<file path="src/rtl/fifo_param.sv">
// Parametrised synchronous FIFO with occupancy count, threshold flags, sticky
// overflow/underflow errors and selectable standard or first-word-fall-through reads.
module fifo_param #(
  parameter int DATA_WIDTH = 8,
  parameter int DEPTH      = 16,
  parameter int AF_MARGIN  = 2,
  parameter int AE_MARGIN  = 2,
  parameter int FWFT       = 0
) (
  input  logic                    clk,
  input  logic                    reset,
  input  logic                    read,
  input  logic                    write,
  input  logic                    clear_err,
  input  logic [DATA_WIDTH-1:0]   inputBus,
  output logic [DATA_WIDTH-1:0]   outputBus,
  output logic [$clog2(DEPTH):0]  count,
  output logic                    empty,
  output logic                    full,
  output logic                    almost_empty,
  output logic                    almost_full,
  output logic                    overflow,
  output logic                    underflow
);

  localparam int AW = $clog2(DEPTH);
  localparam int CW = AW + 1;
  localparam logic [CW-1:0] FULL_LEVEL = CW'(DEPTH);
  localparam logic [CW-1:0] AF_LEVEL   = CW'(DEPTH - AF_MARGIN);
  localparam logic [CW-1:0] AE_LEVEL   = CW'(AE_MARGIN);
  localparam logic          AF_RESET   = (AF_LEVEL == '0);

  logic [DATA_WIDTH-1:0] mem_q [DEPTH];
  logic [AW-1:0]         wr_ptr_q, wr_ptr_d;
  logic [AW-1:0]         rd_ptr_q, rd_ptr_d;
  logic [CW-1:0]         count_q, count_d;
  logic [DATA_WIDTH-1:0] dout_q, dout_d;
  logic                  empty_q, empty_d;
  logic                  full_q, full_d;
  logic                  ae_q, ae_d;
  logic                  af_q, af_d;
  logic                  ovf_q, ovf_d;
  logic                  unf_q, unf_d;
  logic                  wr_ok, rd_ok;

  always_comb begin
    rd_ok    = read & ~empty_q;
    wr_ok    = write & (~full_q | read);

    wr_ptr_d = wr_ok ? wr_ptr_q + AW'(1) : wr_ptr_q;
    rd_ptr_d = rd_ok ? rd_ptr_q + AW'(1) : rd_ptr_q;

    unique case ({wr_ok, rd_ok})
      2'b10:   count_d = count_q + CW'(1);
      2'b01:   count_d = count_q - CW'(1);
      default: count_d = count_q;
    endcase

    empty_d = (count_d == '0);
    full_d  = (count_d == FULL_LEVEL);
    ae_d    = (count_d <= AE_LEVEL);
    af_d    = (count_d >= AF_LEVEL);

    // A new error in the same cycle as clear_err keeps the flag set.
    ovf_d = (ovf_q & ~clear_err) | (write & full_q & ~read);
    unf_d = (unf_q & ~clear_err) | (read & empty_q);

    if (FWFT != 0) begin
      // Register the post-edge head word; forward inputBus when it lands
      // in the slot that becomes the head (write into an empty FIFO).
      if (wr_ok && (wr_ptr_q == rd_ptr_d)) dout_d = inputBus;
      else                                 dout_d = mem_q[rd_ptr_d];
    end else begin
      dout_d = rd_ok ? mem_q[rd_ptr_q] : dout_q;
    end
  end

  always_ff @(posedge clk or posedge reset) begin
    if (reset) begin
      wr_ptr_q <= '0;
      rd_ptr_q <= '0;
      count_q  <= '0;
      dout_q   <= '0;
      empty_q  <= 1'b1;
      full_q   <= 1'b0;
      ae_q     <= 1'b1;
      af_q     <= AF_RESET;
      ovf_q    <= 1'b0;
      unf_q    <= 1'b0;
    end else begin
      wr_ptr_q <= wr_ptr_d;
      rd_ptr_q <= rd_ptr_d;
      count_q  <= count_d;
      dout_q   <= dout_d;
      empty_q  <= empty_d;
      full_q   <= full_d;
      ae_q     <= ae_d;
      af_q     <= af_d;
      ovf_q    <= ovf_d;
      unf_q    <= unf_d;
    end
  end

  always_ff @(posedge clk) begin
    if (wr_ok) mem_q[wr_ptr_q] <= inputBus;
  end

  assign outputBus    = dout_q;
  assign count        = count_q;
  assign empty        = empty_q;
  assign full         = full_q;
  assign almost_empty = ae_q;
  assign almost_full  = af_q;
  assign overflow     = ovf_q;
  assign underflow    = unf_q;

endmodule

</file>
<file path="config.mk">
export PLATFORM = sky130hd
export DESIGN_NAME = fifo_param
export DESIGN_NICKNAME = d
export VERILOG_FILES = /design/src/rtl/fifo_param.sv
export SDC_FILE = /design/constraint.sdc
export NUM_CORES = 1
export LEC_CHECK = 0
export CORE_MARGIN = 5
export CORE_UTILIZATION = 30
export CTS_CLUSTER_SIZE = 40
export DETAILED_ROUTE_END_ITERATION = 6
export SLEW_MARGIN = 40
export SYNTH_ARGS = -nofsm -noshare
export SYNTH_HDL_FRONTEND = slang
export SYNTH_SLANG_ARGS = --single-unit
</file>
<file path="constraint.sdc">
create_clock -name clk -period 5.8 [get_ports clk]
set_input_delay 1.16 -clock clk [delete_from_list [all_inputs] [get_ports clk]]
set_output_delay 1.16 -clock clk [all_outputs]
set_load 0.005 [all_outputs]
</file>
==> results_dict.tcl <==
set metrics [dict create \
    ff2ff_path_depth 10 \
    vias 3268 \
    stdcell_area_sq_mm 0.007551 \
    initial_utilization 0.3036 \
    multiInputGateArea_sq_mm 0.001718 \
    grt_pass1_wl_mm 20.37 \
    crit_type "input port to flop" \
    post_cts_buffers 0 \
    drive_gt1_frac 0.2300 \
    fin_crit_sh 0.6661 \
    hp-class "flop to flop" \
    synth.cell_area_sq_mm 0.006342 \
    leakage_nw 2.532 \
    synth_area_leaders "edfxtp_1 61%, dfrtp_1 9.9%, mux4_2 8.2%" \
    layout_common_cells "128 x edfxtp_1, 31 x clkdlybuf4s50_1, 24 x dfrtp_1, 23 x mux4_2" \
    rsz0062_at_grt "false" \
    dieArea_sq_mm 0.02415 \
    drt-initial-drc-count 188 \
    routed_wl_mm 12.95 \
    clk_latency_ps 420 \
    cts_buffers 17 \
    worst_pin_slew_ps 648.3 \
    via_per_inst 4.750 \
    setup_tns_ps 0 \
    hold_viol 0 \
    nets 421 \
    cts_num_sinks 155 \
    cts_resized 0 \
    tritoncts "yes" \
    placed_cell_area_sq_mm 0.006955 \
    core_sq_mm 0.02089 \
    setup_viol 0 \
    crit_slowest_cell "clkdlybuf4s50_1" \
    hold_slack_ps 531.4 \
    antenna_found_initial 0 \
    drc_errors 0 \
    setup_slack_ps 1937 \
    gp_congestion 0.7412 \
    htreeDepth 4 \
    final_cells 688 \
    critical_path.cell_chain "clkdlybuf4s50_1 > nand2b_1 > inv_1 > ha_1 > xor2_1 > ha_1 > a21o_1 > a21oi_1 > nor4_4 > xor2_2 > nor3b_2" \
    place_inst 656 \
    synth_fp_nets 389 \
    synthDominantCellAreaShare 0.6060 \
    first_pass_iters 4 \
    fillCellCount 1953 \
    dp_hpwl_mm 8.165 \
    end_kind "flop" \
    drv_cap 0 \
    cp_slowest_stage_delay_ps 490 \
    seqCellArea_sq_mm 0.004523 \
    syn_inst 368 \
    max_freq_ghz 0.2588 \
    final_common_cell "edfxtp_1" \
    cp.arrival_ps 4190 \
    chipWidth_microns 155.4 \
    yosysTopAreaCell "edfxtp_1" \
    clk_pin_slew_worst_paths_ps 60 \
    io_pins 32 \
    synth-edff-count 128 \
    grt_usage 0.1133 \
    crit_buf_inv 2 \
    startpoint_type "input port" \
    synth.distinct_cells 45 \
    antenna_cells 0 \
    finClkSkew_ps 8.658 \
    power_density_mw_per_mm2 502.2 \
    synth_seq_cells 155 \
    fin_util 0.3615 \
    peakVddDrop_mv 0.2132 \
    syn_area_per_cell_sq_um 17.23 \
    portBuffers 31 \
    required_ps 6130 \
    outcome "finished, final reports clean" \
    min_path_cells 2 \
    yosys_warnings 0 \
    ys_seq_area_frac 0.7130 \
    cts_max_path_buffers 2 \
    ys.flop_type "edfxtp_1" \
    min_period_ps 3863 \
    grt_pass1_vias 3417 \
    cp_max_fo 12 \
    cpLargestDelayFamily "buffers and inverters" \
    crit_cells 11 \
    async_reset_ff_frac 0.1742 \
    p_total_mw 3.792 \
    root_buffer "clkbuf_16" \
    rows 53 \
    chipHeight_microns 155.4 \
    drtAntennaViolNets 0 \
    max-slew-margin-rel 0.5678 \
    grt_max_degree 44 \
    wire_per_inst_microns 18.82 \
    area_growth_pct 19.06 \
    crit_path_frequent_cell "ha_1" \
    dp_worst_setup_slack_ps 1557 \
    hold_buffers 0 \
    finalMaxSlewViolations 0 \
    grt_overflow_total 0 \
]
-- worst paths after layout --
check | from | endpoint | slack, ps
max | read | full | 1940
min | underflow | underflow | 530
max reg2reg | empty | full | 2630
min reg2reg | underflow | underflow | 530
max in group asynchronous | reset | rd_ptr_q[1] | 4270
min in group asynchronous | reset | outputBus[0] | 1120
-- worst reg2reg max path, stage by stage, from the launching register on --
cell,delay (ps)
dfstp_2,540
nand2b_1,360
inv_1,290
ha_1,370
xor2_1,190
ha_1,210
a21o_1,140
a21oi_1,90
nor4_4,330
xor2_2,290
nor3b_2,260
-- metal layers --
| layer | track usage | part of all wire | vias to the layer above | routed length (microns) |
|---|---|---|---|---|
| met5 | 0 | 0 | - | 0 |
| met4 | 0.03752 | 0.012 | 0 | 152 |
| met3 | 0.03143 | 0.041 | 12 | 534 |
| met2 | 0.1759 | 0.49 | 67 | 6308 |
| met1 | 0.1543 | 0.46 | 1710 | 5949 |
| li1 | - | - | 1479 | - |
-- cell usage after synthesis (all sizes together), types with 3 or more instances --
cell,instances
o22ai,7
mux4,23
buf,18
nor3b,4
xor2,4
nor2b,5
xnor2,6
edfxtp,128
nand2,18
a21oi,13
a31oi,5
clkbuf,3
mux2i,15
nor3,7
dfrtp,25
o21ai,6
inv,12
mux2,12
ha,8
nor2,22
a22oi,4
nand2b,5
-- cell type report --
type                    instances  area share
clock inverters                10     0.01508
inverters                      12    0.005965
flip-flops and latches        155      0.5990
repair buffers                 34     0.04408
multi-input cells             180      0.2275
clock buffers                  22     0.06280
well taps                     275     0.04557
-- cells by family after synthesis --
kind of cell / count (synthesis) / synth area share
adders and majority gates: 8 / 0.01578
DFF: 155 / 0.7130
buffers and inverters: 33 / 0.02801
and+or+nand+nor: 68 / 0.05623
muxes: 50 / 0.1267
xor gates and xnor gates: 10 / 0.01499
AOI/OAI and AO/OA: 44 / 0.04538
-- sequential cells by signal (all words and copies together), names as in the netlist, 4 cells and up --
signal / cells
outputBus: 8
mem_q: 128
count: 5
wr_ptr_q: 4
rd_ptr_q: 4
-- where the power goes --
group / total (mW) / internal (mW) / switching [mW]
Sequential: 1.53 / 1.40 / 0.133
Clock: 1.10 / 0.668 / 0.434
Combinational: 1.16 / 0.535 / 0.626
Total: 3.79 / 2.60 / 1.19
(Power assumes the default switching activity.)
